===== src/rtl/counter_updown_mod.sv =====
// -----------------------------------------------------------------------------
// counter_updown_mod
//
// Purpose:
//   Parametrised modulo-(limit+1) up/down counter with count enable,
//   synchronous load, wrap/saturate mode and cascade outputs. Stages chain
//   by feeding one stage's tc into the next stage's en, which makes the
//   block usable for timers, clock dividers and BCD digit chains.
//
// Parameters:
//   WIDTH     counter, limit and load_val width in bits (>= 2)
//
// Ports:
//   clk       in   1      rising-edge clock
//   rst       in   1      synchronous, active-high reset
//   en        in   1      count enable / cascade carry-in
//   up        in   1      1 = count up, 0 = count down
//   mode      in   1      0 = wrap, 1 = saturate
//   load      in   1      synchronous load of load_val (beats en)
//   load_val  in   WIDTH  value to load (not clipped to limit)
//   limit     in   WIDTH  terminal value; count range 0..limit
//   count     out  WIDTH  registered count
//   co        out  1      registered one-cycle wrap pulse (carry/borrow)
//   tc        out  1      combinational en & at_term, for cascading
//   sat       out  1      registered, high while held at a saturated terminal
// -----------------------------------------------------------------------------
module counter_updown_mod #(
    parameter int WIDTH = 8
) (
    input  logic             clk,
    input  logic             rst,
    input  logic             en,
    input  logic             up,
    input  logic             mode,
    input  logic             load,
    input  logic [WIDTH-1:0] load_val,
    input  logic [WIDTH-1:0] limit,
    output logic [WIDTH-1:0] count,
    output logic             co,
    output logic             tc,
    output logic             sat
);

    localparam logic [WIDTH-1:0] ZERO = {WIDTH{1'b0}};
    localparam logic [WIDTH-1:0] ONE  = {{(WIDTH-1){1'b0}}, 1'b1};

    logic [WIDTH-1:0] r_count;
    logic             r_co;
    logic             r_sat;

    logic             w_at_term;
    logic [WIDTH-1:0] w_count_nxt;
    logic             w_co_nxt;
    logic             w_sat_nxt;

    // Terminal detection: counting up, any value at or above limit is terminal
    // so an out-of-range loaded value wraps/saturates on the next step.
    always_comb begin
        w_at_term = 1'b0;
        if (up) begin
            w_at_term = (r_count >= limit);
        end else begin
            w_at_term = (r_count == ZERO);
        end
    end

    // Next-state selection; load beats en, and co is a pulse so it defaults low.
    always_comb begin
        w_count_nxt = r_count;
        w_co_nxt    = 1'b0;
        w_sat_nxt   = r_sat;
        if (load) begin
            w_count_nxt = load_val;
            w_sat_nxt   = 1'b0;
        end else if (en) begin
            if (up) begin
                if (r_count < limit) begin
                    // +1 only when below limit, so it can never overflow.
                    w_count_nxt = r_count + ONE;
                    w_sat_nxt   = 1'b0;
                end else if (!mode) begin
                    w_count_nxt = ZERO;
                    w_co_nxt    = 1'b1;
                    w_sat_nxt   = 1'b0;
                end else begin
                    w_count_nxt = limit;
                    w_sat_nxt   = 1'b1;
                end
            end else begin
                if (r_count > limit) begin
                    // Out-of-range value counting down snaps back to limit.
                    w_count_nxt = limit;
                    w_sat_nxt   = 1'b0;
                end else if (r_count != ZERO) begin
                    w_count_nxt = r_count - ONE;
                    w_sat_nxt   = 1'b0;
                end else if (!mode) begin
                    w_count_nxt = limit;
                    w_co_nxt    = 1'b1;
                    w_sat_nxt   = 1'b0;
                end else begin
                    w_count_nxt = ZERO;
                    w_sat_nxt   = 1'b1;
                end
            end
        end else begin
            w_count_nxt = r_count;
            w_sat_nxt   = r_sat;
        end
    end

    // State registers with synchronous reset; reset also drops a pending co.
    always_ff @(posedge clk) begin
        if (rst) begin
            r_count <= ZERO;
            r_co    <= 1'b0;
            r_sat   <= 1'b0;
        end else begin
            r_count <= w_count_nxt;
            r_co    <= w_co_nxt;
            r_sat   <= w_sat_nxt;
        end
    end

    assign count = r_count;
    assign co    = r_co;
    assign sat   = r_sat;
    // Zero-latency carry-out so the next stage is enabled in the same cycle.
    assign tc    = en & w_at_term;

endmodule


===== config.mk =====
export PLATFORM = sky130hd
export DESIGN_NAME = counter_updown_mod
export DESIGN_NICKNAME = d
export VERILOG_FILES = /design/src/rtl/counter_updown_mod.sv
export SDC_FILE = /design/constraint.sdc
export NUM_CORES = 1
export LEC_CHECK = 0
export BUFFER_PORTS_ARGS = -buffer_cell sky130_fd_sc_hd__buf_2
export CAP_MARGIN = 10
export CORE_ASPECT_RATIO = 0.9
export CORE_MARGIN = 3
export CORE_UTILIZATION = 43
export DETAILED_ROUTE_END_ITERATION = 12
export PLACE_DENSITY_LB_ADDON = 0.08
export SLEW_MARGIN = 20
export SYNTH_ARGS = -nofsm -noshare
export SYNTH_HDL_FRONTEND = slang
export SYNTH_SLANG_ARGS = --single-unit

===== constraint.sdc =====
create_clock -name clk -period 5.35 [get_ports clk]
set_input_delay 1.605 -clock clk [delete_from_list [all_inputs] [get_ports clk]]
set_output_delay 1.605 -clock clk [all_outputs]
set_load 0.03 [all_outputs]

# Yosys cells after proc, flatten, opt, wreduce, memory -nomap -nowiden
# Cells that the tools add are included.
classes:
  addsub: 2
  n_lt_le_gt_ge: 3
  mux: 19
  n_bitwise: 2
  reduce_logical: 5
op_table:
  columns: ["operator", "n"]
  rows:
  - ["8-bit 2-to-1 mux", 8]
  - ["1-bit 2-to-1 mux", 11]
  - ["8-bit by 1-bit adder with 8-bit output (second input constant)", 1]
  - ["8-bit >= comparator", 1]
  - ["8-bit > comparator", 1]
  - ["8-bit zero test", 1]
  - ["8-bit < comparator", 1]
  - ["8-bit nonzero test", 1]
  - ["8-bit by 1-bit subtractor with 8-bit output (second input constant)", 1]
  - ["3-bit OR reduction", 1]
  - ["2-bit nonzero test", 1]
  - ["2-bit OR reduction", 1]
  - ["1-bit AND", 1]
  - ["1-bit inverter", 1]
totals:
  reg_bits: 10
  inputBits: 22
  output_inout_bits: 11
  elab_cells: 34

# Logic depth before layout (Yosys ltp)
# Gate-level depths: netlist of the first run.
logic_depth:
  depth_word: 6
  mapped_depth: 9
  depth_no_buf: 8

# Least setup slack after synthesis of the first run
# No wires, ideal clock.
synth_timing:
  path_kind: "input-to-output"
  start: "input port limit[1]"
  end: "output port tc"
  t_arrival_ns: 3.074
  required_ns: 3.745
  slack_ns: 0.671
  cell_stages: 7
  path_buffers: 0
  cell_sequence: "inv_1 ha_1 nor2b_1 o211ai_1 a21oi_2 nor3_2 a21oi_1"
synth_between:
  elab_chain_cells: 3
synth_lines:
  columns: ["item", "line_no", "source"]
  rows:
  - ["start: declaration", "37", "input logic [WIDTH-1:0] limit,"]
  - ["8-bit >= comparator", "61", "w_at_term = (r_count >= limit);"]
  - ["1-bit 2-to-1 mux", "60", "if (up) begin"]
  - ["1-bit AND", "129", "assign tc = en & w_at_term;"]
  - ["end: declaration", "40", "output logic tc,"]
# No other way between the ends.

# Worst setup path after layout of the first run
# Same ends and word-level chain as after synthesis.

==> impl_metrics.json, run 1 <==
{
  "status": "finished clean",
  "worstSetupEndpointType": "output port",
  "drive_gt1_frac": 0.257,
  "grt_max_degree": 22,
  "worstSetupPathType": "in2out",
  "synthCells": 166,
  "antenna_found_initial": 0,
  "final_nets": 226,
  "drt_iter0_drc": 100,
  "die_area_mm2": 0.00364,
  "postCtsHoldBufs": 0,
  "drv_cap": 0,
  "rsz0062_at_grt": "no",
  "period_minus_slack_ns": 4.88,
  "leakage_uw": 0.000666,
  "clk_latency_ns": 0.27,
  "clk_pin_slew_ns": 0.07,
  "skew_ns": 0.00345,
  "fmax_mhz": 205,
  "drc": 0,
  "grt_overflow": 0,
  "cts_buffers": 3,
  "p_comb_frac": 0.494,
  "p_sw_frac": 0.450,
  "power.density_mw_per_mm2": 206,
  "ir_drop_uv": 76.3,
  "fin_crit_sh": 0.913,
  "clock-sinks": 10,
  "clock_path_buffers": 2,
  "design.core.area_mm2": 0.00279,
  "async_reset_ff_frac": 0,
  "synth-seq-cells": 10,
  "r2r_slack_ns": 2.94,
  "detailed_place_hpwl_um": 2780,
  "grt_pass1_vias": 1289,
  "cts_tree": "yes",
  "diodes": 0,
  "die_y_um": 57.6,
  "synth_edf_count": 0,
  "dp_slack_ns": 0.497,
  "required_ns": 3.74,
  "routedWlPerCell_um": 15.8,
  "htreeDepth": 1,
  "grt_first_pass_wirelength_um": 6190,
  "p_int_uw": 165,
  "finalWorstSetupSlack_ns": 0.467,
  "grt_usage": 0.214,
  "synth_ff_type": "dfxtp_1",
  "max-slew-margin-rel": 0.665,
  "postCtsResizedCells": 0,
  "report.final.slew_viol_count": 0,
  "synth.cell_area_mm2": 0.00127,
  "crit_path_max_fanout": 8,
  "setup_viol": 0,
  "power.switching_uw": 135,
  "tns_ns": 0,
  "first_pass_iters": 4,
  "worst_setup_path_start_kind": "input port",
  "ant_nets": 0,
  "ys_seq_area_frac": 0.158,
  "area_growth_pct": 14.1,
  "avgSynthCellArea_um2": 7.65,
  "min_path_type": "reg2reg",
  "via_per_inst": 5.79,
  "yosysWarnings": 0,
  "routabilityCongestion": 0.870,
  "routed_wl_um": 3640,
  "post-cts-setup-buffer-count": 0,
  "num_vias": 1337,
  "numPortBuffers": 32,
  "seqPwrFrac": 0.326,
  "p_clk_frac": 0.181,
  "synth.distinct_cells": 49,
  "fp.dieW_um": 63.3,
  "fp-row-count": 18,
  "io_pins": 33,
  "layout_commonest_cell": "buf_2",
  "mostFrequentLayoutCells": "32 x buf_2, 16 x a21oi_1, 14 x inv_1",
  "finalHoldViolations": 0,
  "finalPower_uw": 299,
  "worst_pin_slew_ns": 0.501,
  "syn-num-nets": 199,
  "root_buffer": "clkbuf_4",
  "start_util": 0.455,
  "worstPathArrival_ns": 3.28
}
==> final timing paths <==
| path | startpoint | end | depth (start not counted) |
|---|---|---|---|
| worst min register to register | sat$_SDFFE_PP0P_ | sat$_SDFFE_PP0P_ | 2 |
| worst min-delay path | sat$_SDFFE_PP0P_ | sat$_SDFFE_PP0P_ | 2 |
| worst max-delay path | limit[1] | tc | 9 |
| worst max register to register | count[3]$_SDFFE_PP0P_ | count[5]$_SDFFE_PP0P_ | 6 |
==> power groups by stage <==
stage / clock network, uW / registers [uW] / logic (uW)
3_5_place_dp: 0 / 98.8 / 146
3_3_place_gp: 0 / 98.6 / 144
2_1_floorplan: 0 / 101 / 109
4_1_cts: 55.7 / 97.0 / 146
5_1_grt: 57.1 / 98.8 / 164
6_report: 54.0 / 97.4 / 148
==> worst max-delay path, stage by stage <==
cell and delay (ns):
buf_2 0.09, inv_1 0.03, ha_1 0.29, nor2b_1 0.14, o211ai_1 0.29, a21oi_2 0.19
nor3_2 0.34, a21oi_1 0.11, buf_2 0.19
==> Yosys cell counts, types with 2 or more instances <==
master,n,share of area
nor3_1,8,0.032
a21oi_1,16,0.063
nor2_1,5,0.015
dfxtp_1,10,0.16
clkbuf_1,5,0.015
nor3b_1,3,0.018
xor2_1,7,0.048
buf_2,4,0.016
nand2_1,9,0.027
nand3_1,8,0.032
nand2b_1,2,0.0099
a21o_1,2,0.012
a311oi_1,3,0.021
nor2b_1,2,0.0099
xnor2_1,4,0.028
o32ai_1,3,0.021
a221oi_2,3,0.035
a22oi_1,2,0.012
and3_1,2,0.0099
o31ai_1,4,0.024
inv_1,14,0.041
buf_6,2,0.018
a31oi_1,5,0.025
ha_1,11,0.11
o21ai_0,6,0.024
a211o_1,2,0.014
o211a_1,2,0.016
==> state kept, by name (all words and copies together) (netlist names) <==
register / flops
co: 1
count: 8
sat: 1
==> stage by stage <==
stage	util	instance area, um2	hold WS, ns	std cells
2_1_floorplan	-	1270	0.588	166
3_3_place_gp	0.511	1430	0.453	228
3_5_place_dp	0.511	1430	0.463	228
4_1_cts	0.519	1450	0.472	231
5_1_grt	0.519	1450	0.509	231
6_report	0.519	1450	0.468	231
==> layer usage <==
layer	vias up	global-route usage	wire, um
met3	7	0.0236	201
met4	0	0.0769	65
met2	43	0.344	1590
li1	678	-	-
met1	609	0.298	1780
met5	-	0	0
==> kinds of logic after synthesis <==
family                     Yosys count  synth area share
DFF                                 10             0.158
AOI/OAI and AO/OA                   58             0.331
adders and majority gates           11             0.108
buffers and inverters               26            0.0926
xor gates and xnor gates            11            0.0759
and+or+nand+nor                     50             0.234
==> cell type report <==
| cell class | instances | area [um2] |
|---|---|---|
| Clock buffer | 3 | 22.5 |
| Fill cell | 301 | 1340 |
| Inverter | 15 | 56.3 |
| Multi-Input combinational cell | 130 | 952 |
| Sequential cell | 10 | 200 |
| Tap cell | 40 | 50.0 |
| Timing Repair Buffer | 33 | 168 |
(Power assumes the default switching activity.)
==> inputs of run 2 (changes only) <==
--- a/config.mk
+++ b/config.mk
@@ -7,9 +7,11 @@
 export LEC_CHECK = 0
 export BUFFER_PORTS_ARGS = -buffer_cell sky130_fd_sc_hd__buf_2
 export CAP_MARGIN = 10
+export CELL_PAD_IN_SITES_DETAIL_PLACEMENT = 0
+export CELL_PAD_IN_SITES_GLOBAL_PLACEMENT = 1
 export CORE_ASPECT_RATIO = 0.9
 export CORE_MARGIN = 3
-export CORE_UTILIZATION = 43
+export CORE_UTILIZATION = 38
 export DETAILED_ROUTE_END_ITERATION = 12
 export PLACE_DENSITY_LB_ADDON = 0.08
 export SLEW_MARGIN = 20
==> constraint.sdc (replaced) <==
create_clock -name clk -period 5.3 [get_ports clk]
set_input_delay 1.59 -clock clk [delete_from_list [all_inputs] [get_ports clk]]
set_output_delay 1.59 -clock clk [all_outputs]
set_load 0.03 [all_outputs]
==> run 2 against run 1 <==
Against the previous run:
- sequential share of layout area fell by 0.20 points
- via count fell by 3.2%
- final cell count rose by 0.87%
- register-to-register slack barely moved
==> impl_metrics.json, run 2 (synthesized netlist as in run 1, its figures left out) <==
{
  "routabilityCongestion": 0.899,
  "worstSetupEndpointType": "output port",
  "r2r_slack_ns": 2.94,
  "die_area_mm2": 0.00407,
  "grt_first_pass_wirelength_um": 5860,
  "seqPwrFrac": 0.296,
  "mostFrequentLayoutCells": "32 x buf_2, 16 x a21oi_1, 14 x inv_1",
  "first_pass_iters": 4,
  "ant_nets": 0,
  "postCtsHoldBufs": 0,
  "hold-path-endpoint": "sat$_SDFFE_PP0P_",
  "holdPathStages": 2,
  "fp-row-count": 19,
  "grt_overflow": 0,
  "tns_ns": 0,
  "ir_drop_uv": 107,
  "crit_path_max_fanout": 8,
  "place_area_mm2": 0.00143,
  "r2r_start": "count[3]$_SDFFE_PP0P_",
  "rr_worst_depth": 6,
  "power.density_mw_per_mm2": 225,
  "grt_pass1_vias": 1192,
  "diodes": 0,
  "fmax_mhz": 207,
  "skew_ns": 0.00173,
  "worstSetupPathType": "in2out",
  "post-cts-setup-buffer-count": 0,
  "clock-sinks": 10,
  "p_clk_frac": 0.253,
  "setup_viol": 0,
  "rsz0062_at_grt": "no",
  "design_area_mm2": 0.00147,
  "htreeDepth": 1,
  "power.switching_uw": 140,
  "fin_crit_sh": 0.911,
  "final_nets": 226,
  "via_per_inst": 5.55,
  "numPortBuffers": 32,
  "p_int_uw": 190,
  "routed_wl_um": 3750,
  "required_ns": 3.71,
  "clock_path_buffers": 2,
  "largest_reg_flops": 8,
  "area_growth_pct": 15.8,
  "design.core.area_mm2": 0.00311,
  "finalWorstSetupSlack_ns": 0.470,
  "fp.dieW_um": 66.9,
  "finalHoldViolations": 0,
  "routedWlPerCell_um": 16.1,
  "fin_cells": 233,
  "postCtsResizedCells": 0,
  "worstPathArrival_ns": 3.24,
  "grt_usage": 0.197,
  "min_path_type": "reg2reg",
  "drc": 0,
  "drive_gt1_frac": 0.257,
  "critPathLaunch": "limit[1]",
  "antenna_found_initial": 0,
  "period_minus_slack_ns": 4.83,
  "die_y_um": 60.8,
  "grt_max_degree": 22,
  "hp-start": "sat$_SDFFE_PP0P_",
  "detailed_place_hpwl_um": 2870,
  "leakage_uw": 0.000673,
  "cts_tree": "yes",
  "r2r-end": "count[3]$_SDFFE_PP0P_",
  "start_util": 0.408,
  "root_buffer": "clkbuf_8",
  "worst_pin_slew_ns": 0.467,
  "dp_slack_ns": 0.481,
  "max-slew-margin-rel": 0.686,
  "status": "finished clean",
  "clk_latency_ns": 0.24,
  "p_sw_frac": 0.424,
  "cts_buffers": 3,
  "p_comb_frac": 0.451,
  "clk_pin_slew_ns": 0.05,
  "report.final.slew_viol_count": 0,
  "num_vias": 1294,
  "drv_cap": 0,
  "io_pins": 33,
  "dp.cells": 230,
  "drt_iter0_drc": 81,
  "worst_setup_path_start_kind": "input port",
  "layout_commonest_cell": "buf_2"
}
-- run 2: cell types whose count changed in the layout (fill, tap and decap cells not counted) --
cell and delta:
clkbuf_4 -3, clkbuf_8 +3
-- run 2: power groups by stage --
stage | clock network (uW) | registers [uW] | logic [uW]
6_report | 83.5 | 97.9 | 149
3_3_place_gp | 0 | 99.6 | 147
4_1_cts | 85.9 | 97.8 | 149
5_1_grt | 90.1 | 99.9 | 163
2_1_floorplan | 0 | 102 | 110
3_5_place_dp | 0 | 99.4 | 148
-- run 2: layout make-up --
class                   count  area, um2
repair buffers             33        168
flip-flops and latches     10        200
inverters                  15       56.3
multi-input cells         130        952
clock buffers               3       41.3
fillers                   325       1640
well taps                  42       52.6
-- run 2: worst max-delay path by stage --
stage | endpoint | slack (ns) | cells after the start
after global placement | tc | 0.55 | 9
after CTS | tc | 0.48 | 9
after floorplan | tc | 0.65 | 7
after global routing | tc | 0.31 | 9
final | tc | 0.47 | 9
after detailed placement | tc | 0.48 | 9
-- run 2: stage by stage --
stage | power, uW | hold WS (ns) | utilization
2_1_floorplan | 212 | 0.588 | -
3_3_place_gp | 246 | 0.454 | 0.459
3_5_place_dp | 247 | 0.455 | 0.459
4_1_cts | 332 | 0.469 | 0.472
5_1_grt | 354 | 0.518 | 0.472
6_report | 330 | 0.467 | 0.472
-- run 2: worst max-delay path, stage by stage --
cell and delay, ns:
buf_2 0.09, inv_1 0.04, ha_1 0.29, nor2b_1 0.14, o211ai_1 0.27, a21oi_2 0.19, nor3_2 0.33, a21oi_1 0.12
buf_2 0.18
-- run 2: per-layer routing --
metal,part of all wire,vias up,track usage
met5,0,-,0
met4,0.011,0,0.0607
met3,0.057,5,0.0278
met2,0.46,36,0.299
met1,0.48,580,0.286
li1,-,673,-
